File: src/rtl/unsigned_binary_divider_pkg.sv
// Shared arithmetic package: datapath widths and divider FSM state encoding.
// Also the source of widths for the 16x4 shift-add multiplier.
package arith_pkg;

  localparam int unsigned DVND_W = 20;
  localparam int unsigned DVSR_W = 4;
  localparam int unsigned QUO_W  = DVND_W - DVSR_W;
  localparam int unsigned CNT_W  = $clog2(QUO_W);

  typedef enum logic [1:0] {
    IDLE = 2'd0,
    DIV  = 2'd1,
    DONE = 2'd2
  } state_t;

endpackage

File: src/rtl/unsigned_binary_divider_if.sv
// St/Done handshake and operand/result bus of the unsigned divider.
interface unsigned_binary_divider_if;
  import arith_pkg::*;

  logic              St;
  logic [DVND_W-1:0] Dividend;
  logic [DVSR_W-1:0] Divisor;
  logic [QUO_W-1:0]  Quotient;
  logic [DVSR_W-1:0] Remainder;
  logic              V;
  logic              Busy;
  logic              Done;

  modport master (
    output St, Dividend, Divisor,
    input  Quotient, Remainder, V, Busy, Done
  );

  modport slave (
    input  St, Dividend, Divisor,
    output Quotient, Remainder, V, Busy, Done
  );

endinterface

File: src/rtl/unsigned_binary_divider_div_step.sv
// One restoring-division step: compare the 5-bit partial remainder with the divisor
// and subtract when it fits.
module div_step
  import arith_pkg::*;
(
  input  logic [DVSR_W:0]   i_t,
  input  logic [DVSR_W-1:0] i_dr,
  output logic [DVSR_W-1:0] o_r_next,
  output logic              o_qbit
);

  logic [DVSR_W-1:0] w_diff;

  // R < DR holds between steps, so the difference always fits in DVSR_W bits
  assign w_diff   = DVSR_W'(i_t - {1'b0, i_dr});
  assign o_qbit   = (i_t >= {1'b0, i_dr});
  assign o_r_next = o_qbit ? w_diff : i_t[DVSR_W-1:0];

endmodule

File: src/rtl/unsigned_binary_divider.sv
// Sequential unsigned restoring divider, 20/4 -> 16 quotient + 4 remainder,
// one quotient bit per clock, St/Done handshake.
module unsigned_binary_divider
  import arith_pkg::*;
(
  input  logic                      clock,
  input  logic                      reset,
  unsigned_binary_divider_if.slave  bus
);

  state_t            r_state;
  logic [CNT_W-1:0]  r_cnt;
  logic [DVSR_W-1:0] r_r;
  logic [DVSR_W-1:0] r_dr;
  logic [QUO_W-1:0]  r_q;
  logic              r_v;
  logic              r_done;
  logic              r_busy;

  logic [DVSR_W:0]   w_t;
  logic [DVSR_W-1:0] w_r_next;
  logic              w_qbit;
  logic              w_ovf;

  assign w_t   = {r_r, r_q[QUO_W-1]};
  assign w_ovf = (bus.Divisor == '0) || (bus.Dividend[DVND_W-1:QUO_W] >= bus.Divisor);

  div_step u_step (
    .i_t      (w_t),
    .i_dr     (r_dr),
    .o_r_next (w_r_next),
    .o_qbit   (w_qbit)
  );

  // Overflow still takes one DIV cycle (count preset to last step, R/Q frozen by V)
  always_ff @(posedge clock) begin
    if (reset) begin
      r_state <= IDLE;
      r_cnt   <= '0;
      r_r     <= '0;
      r_dr    <= '0;
      r_q     <= '0;
      r_v     <= 1'b0;
      r_done  <= 1'b0;
      r_busy  <= 1'b0;
    end else begin
      r_done <= 1'b0;
      case (r_state)
        IDLE: begin
          if (bus.St) begin
            r_dr    <= bus.Divisor;
            r_v     <= w_ovf;
            r_busy  <= 1'b1;
            r_state <= DIV;
            if (w_ovf) begin
              r_cnt <= CNT_W'(QUO_W - 1);
            end else begin
              r_r   <= bus.Dividend[DVND_W-1:QUO_W];
              r_q   <= bus.Dividend[QUO_W-1:0];
              r_cnt <= '0;
            end
          end
        end
        DIV: begin
          if (!r_v) begin
            r_r <= w_r_next;
            r_q <= {r_q[QUO_W-2:0], w_qbit};
          end
          r_cnt <= r_cnt + CNT_W'(1);
          if (r_cnt == CNT_W'(QUO_W - 1)) begin
            r_state <= DONE;
            r_done  <= 1'b1;
          end
        end
        DONE: begin
          r_state <= IDLE;
          r_busy  <= 1'b0;
        end
        default: begin
          r_state <= IDLE;
          r_busy  <= 1'b0;
        end
      endcase
    end
  end

  assign bus.Quotient  = r_q;
  assign bus.Remainder = r_r;
  assign bus.V         = r_v;
  assign bus.Busy      = r_busy;
  assign bus.Done      = r_done;

endmodule

File: src/flat_wrapper.sv
// flat-port wrapper written by rule: the top's interface ports become plain ports
module unsigned_binary_divider_flat import arith_pkg::*;
  (clock, reset, bus_St, bus_Dividend, bus_Divisor, bus_Quotient, bus_Remainder, bus_V, bus_Busy, bus_Done);
  unsigned_binary_divider_if bus_i ();
  input  logic clock;
  input  logic reset;
  input wire logic [$bits(bus_i.St)-1:0] bus_St;
  input wire logic [$bits(bus_i.Dividend)-1:0] bus_Dividend;
  input wire logic [$bits(bus_i.Divisor)-1:0] bus_Divisor;
  output wire logic [$bits(bus_i.Quotient)-1:0] bus_Quotient;
  output wire logic [$bits(bus_i.Remainder)-1:0] bus_Remainder;
  output wire logic [$bits(bus_i.V)-1:0] bus_V;
  output wire logic [$bits(bus_i.Busy)-1:0] bus_Busy;
  output wire logic [$bits(bus_i.Done)-1:0] bus_Done;
  assign bus_i.St = bus_St;
  assign bus_i.Dividend = bus_Dividend;
  assign bus_i.Divisor = bus_Divisor;
  assign bus_Quotient = bus_i.Quotient;
  assign bus_Remainder = bus_i.Remainder;
  assign bus_V = bus_i.V;
  assign bus_Busy = bus_i.Busy;
  assign bus_Done = bus_i.Done;
  unsigned_binary_divider u_core (.clock(clock), .reset(reset), .bus(bus_i));
endmodule
File: config.mk
export PLATFORM = sky130hd
export DESIGN_NAME = unsigned_binary_divider_flat
export DESIGN_NICKNAME = d
export VERILOG_FILES = /design/src/rtl/unsigned_binary_divider_pkg.sv /design/src/rtl/unsigned_binary_divider_if.sv /design/src/rtl/unsigned_binary_divider_div_step.sv /design/src/rtl/unsigned_binary_divider.sv /design/src/flat_wrapper.sv
export SDC_FILE = /design/constraint.sdc
export NUM_CORES = 1
export LEC_CHECK = 0
export CAP_MARGIN = 10
export CORE_MARGIN = 2
export CORE_UTILIZATION = 35
export CTS_CLUSTER_DIAMETER = 120
export CTS_CLUSTER_SIZE = 16
export DETAILED_ROUTE_END_ITERATION = 6
export PLACE_DENSITY_LB_ADDON = 0.12
export SLEW_MARGIN = 20
export SYNTH_ARGS = -nofsm -noshare
export SYNTH_HDL_FRONTEND = slang
export SYNTH_HIERARCHICAL = 1
export SYNTH_SLANG_ARGS = --single-unit
File: constraint.sdc
create_clock -name clock -period 4.25 [get_ports clock]
set_input_delay 1.0625 -clock clock [delete_from_list [all_inputs] [get_ports clock]]
set_output_delay 1.0625 -clock clock [all_outputs]
set_load 0.01 [all_outputs]
==> results by group <==
Outcome
  • Status: finished, final reports clean

Route
  • Iteration-0 DRC Markers: between 80 and 90
  • Total iterations of the first detailed-routing run: 4
  • Vias per inst: ~5.2
  • Final wirelength: roughly 6400 um
  • DR WL/cell: approximately 14 um
  • Final ANT Viol Nets: 0
  • Residual DRC: 0
  • DR vias: ~2400

Cells and area
  • Diode count: 0
  • Layout fillers: 721
  • Area grow syn2layout: 21.22%
  • Non-filler instance count after layout: 454
  • Share of layout cells above drive strength 1: slightly below 8%
  • NumNets Final: 392

Timing
  • Fin crit period: between 2 and 3 ns
  • Fin Clk Skew: approximately 0.0026 ns
  • RSZ-0062 raised after global routing: false
  • FMAX: about 350 MHz
  • Final Slew Violations: 0
  • Final hold vios: 0
  • Setup Total Neg Slack: 0 ns
  • Worst Max-Slew Pin Slew: 0.9063 ns
  • # setup viols final: 0
  • Relative slew slack: between 30 and 40%
  • Final period utilization: about 67%

Power and ir drop
  • Leak Pwr: approximately 1.2 nW
  • Combinational fraction of design power: roughly two fifths
  • VDD IR max: between 0.1 and 0.15 mV
  • Sw Pwr: between 0.3 and 0.4 mW
  • Switch share: a little over a third
  • Pint: around 0.69 mW
  • PwrDens: around 320 nW/um2
  • Reg power frac: between 30% and 40%
  • Clock share of power: 23.2%

Logic synthesis
  • Syn Std Cell Area: ~2700 um2
  • Yosys warns: 6
  • Yosys reg bits: 33
  • Post-synthesis sequential area ratio: about 25%
  • Syn_area_per_cell: around 8.3 um2
  • Cell taking the most area after synthesis: dfxtp_1
  • Top post-synthesis cells by area: dfxtp_1, mux2i_1, nor3b_1, nand4_1, nor2b_1
  • Post-synthesis cell type count: 39
  • Post-Synthesis Net Count: between 300 and 400
  • Cells after synthesis: about 330
  • Yosys top cell area share: approximately a quarter

Clock tree
  • CTS Sinks: 33
  • CTS tree: done
  • Clock root cell: clkbuf_8
  • Worst skew pair latency: roughly 0.28 ns
  • CTS H-tree lvls: 2
  • CTS Hold Bufs: 0
  • Clock Path Buffers: 2
  • Reg clk slew, reported paths: about 0.07 ns
  • TritonCTS Buffers: 5
  • Post-CTS resize count: 0
  • Post-CTS Setup Inserts: 0

Global routing
  • Grt ovf: 0
  • Antenna violations before repair: 0
  • Global Route Usage Sum: about 15%
  • Vias in the first global route: 2245
  • First-pass GRT wire length: between 10000 and 15000 um
  • Largest net degree at the start of global routing: between 90 and 100

Worst setup path
  • Critical path arrival: around 3.0 ns
  • Worst path max stage delay: ~0.52 ns
  • Worst-path cell chain: clkdlybuf4s50_1 > inv_1 > ha_1 > o2111a_2 > nor2_1 > a2111oi_2
  • WP data required: ~4.4 ns
  • CP startpoint kind: input pin
  • Slowest CP cell: clkdlybuf4s50_1
  • Critical path peak fanout: 22
  • Setup crit end kind: flop
  • Type of the worst setup path: in -> reg

Placed design
  • Placer Congestion: ~0.80
  • IO Port Bufs: 49
  • Inst Count DP: approximately 450
  • DPL Wire Length: just under 4000 um

Die
  • Core Region: around 7300 um2
  • Die W: 91.65 um
  • Ports: 50
  • Die ar.: between 8000 and 9000 um2
  • # rows: 31
  • Chip height: between 90 and 100 um
  • Initial core utilization: 36.68%

Hold path
  • Hold WC Path Type: reg -> reg

Flow run
  • Max Cap Viol: 0
## synth_stat cells (all sizes together)
library cell	n
inv	12
clkbuf	9
a211oi	4
xnor2	1
o2111a	1
a21oi	7
fa	1
dfxtp	33
nand4	22
nor2	34
nor4	1
mux2	1
nand2b	3
nand2	1
o21ai	24
nor3	2
buf	22
nor3b	43
a2111oi	1
nand3	21
mux2i	47
o2111ai	1
a211o	1
or3b	1
ha	9
and3	1
nor2b	21
a22oi	1
## layout make-up
cell class                      count  area [um2]  area share, %
Multi-Input combinational cell    249        1819          55.82
Timing Repair Buffer               54       523.0          16.05
Tap cell                           99       123.9          3.800
Sequential cell                    33       661.9          20.31
Clock buffer                        7       86.33          2.649
Inverter                           12       45.04          1.382
## metrics by stage
stage	area, um2	hold WS [ns]	worst slack (ns)	total power [mW]	utilization, %
floorplan	2689	0.4604	1.889	0.6876	-
global placement	3173	0.4536	1.140	0.8185	43.28
detailed placement	3173	0.4528	1.096	0.8204	43.28
CTS	3259	0.4677	1.382	1.074	44.46
global route	3259	0.4939	1.270	1.127	44.46
finish	3259	0.4577	1.401	1.057	44.46
## worst max-delay path, delay by kind of cell
family,cells,cell delay [ns]
AO/OA/AOI/OAI,2,0.89
buffers and inverters,2,0.58
adder cells (fa/ha/maj),1,0.35
AND/OR/NAND/NOR,1,0.14
## logic make-up after synthesis
group / synth area share [%]
muxes: 18.05
and+or+nand+nor: 34.06
adders and majority gates: 4.933
AOI/OAI and AO/OA: 9.586
DFF: 24.57
buffers and inverters: 8.468
xor gates and xnor gates: 0.3258
## metal layers
metal	vias up	share of wire (%)	global-route usage, %
met4	0	0.96	4.167
met5	-	0	0
met1	1091	51	20.39
met2	39	45	25.67
met3	5	3.8	3.122
li1	1227	-	-
## flip-flops by register name (all words and copies together), names as in the netlist
name,count
u_core/bus.Busy,1
u_core/bus.Done,1
u_core/bus.Quotient,16
u_core/bus.Remainder,4
u_core/bus.V,1
u_core/r_cnt,4
u_core/r_dr,4
u_core/r_state,2
## cells in the final DEF (no fill, tap or decap), types with 2 or more instances in the layout
| cell type | count |
|---|---|
| mux2i_1 | 47 |
| a21oi_1 | 5 |
| inv_1 | 12 |
| ha_1 | 9 |
| dfxtp_1 | 32 |
| nand2b_1 | 2 |
| a211oi_1 | 3 |
| nor2b_1 | 21 |
| nand4_1 | 22 |
| nand3_1 | 21 |
| clkbuf_8 | 6 |
| nor3b_1 | 42 |
| nor3_1 | 2 |
| o21ai_1 | 21 |
| o21ai_0 | 2 |
| clkdlybuf4s50_1 | 48 |
| buf_4 | 5 |
| a21oi_4 | 2 |
| nor2_1 | 32 |
## power by group through the flow
stage | Clock (mW) | Combinational (mW) | Sequential [mW]
CTS | 0.258 | 0.423 | 0.393
detailed placement | 0 | 0.421 | 0.400
floorplan | 0 | 0.292 | 0.396
global route | 0.268 | 0.459 | 0.400
global placement | 0 | 0.417 | 0.401
finish | 0.245 | 0.419 | 0.392
## final timing paths
check,from,end,slack (ns),cells past startpoint
worst max-delay path,bus_Divisor[3],u_core/r_cnt[2]$_SDFFE_PP0P_,1.40,6
worst min-delay path,u_core/bus.Busy$_SDFFE_PP0P_,u_core/bus.Busy$_SDFFE_PP0P_,0.46,2
worst min register to register,u_core/bus.Busy$_SDFFE_PP0P_,u_core/bus.Busy$_SDFFE_PP0P_,0.46,2
worst max register to register,u_core/bus.Quotient[15]$_SDFFE_PP0P_,u_core/bus.Remainder[2]$_SDFFE_PP0P_,2.15,10
No activity file was read; power rests on OpenSTA's default activity.
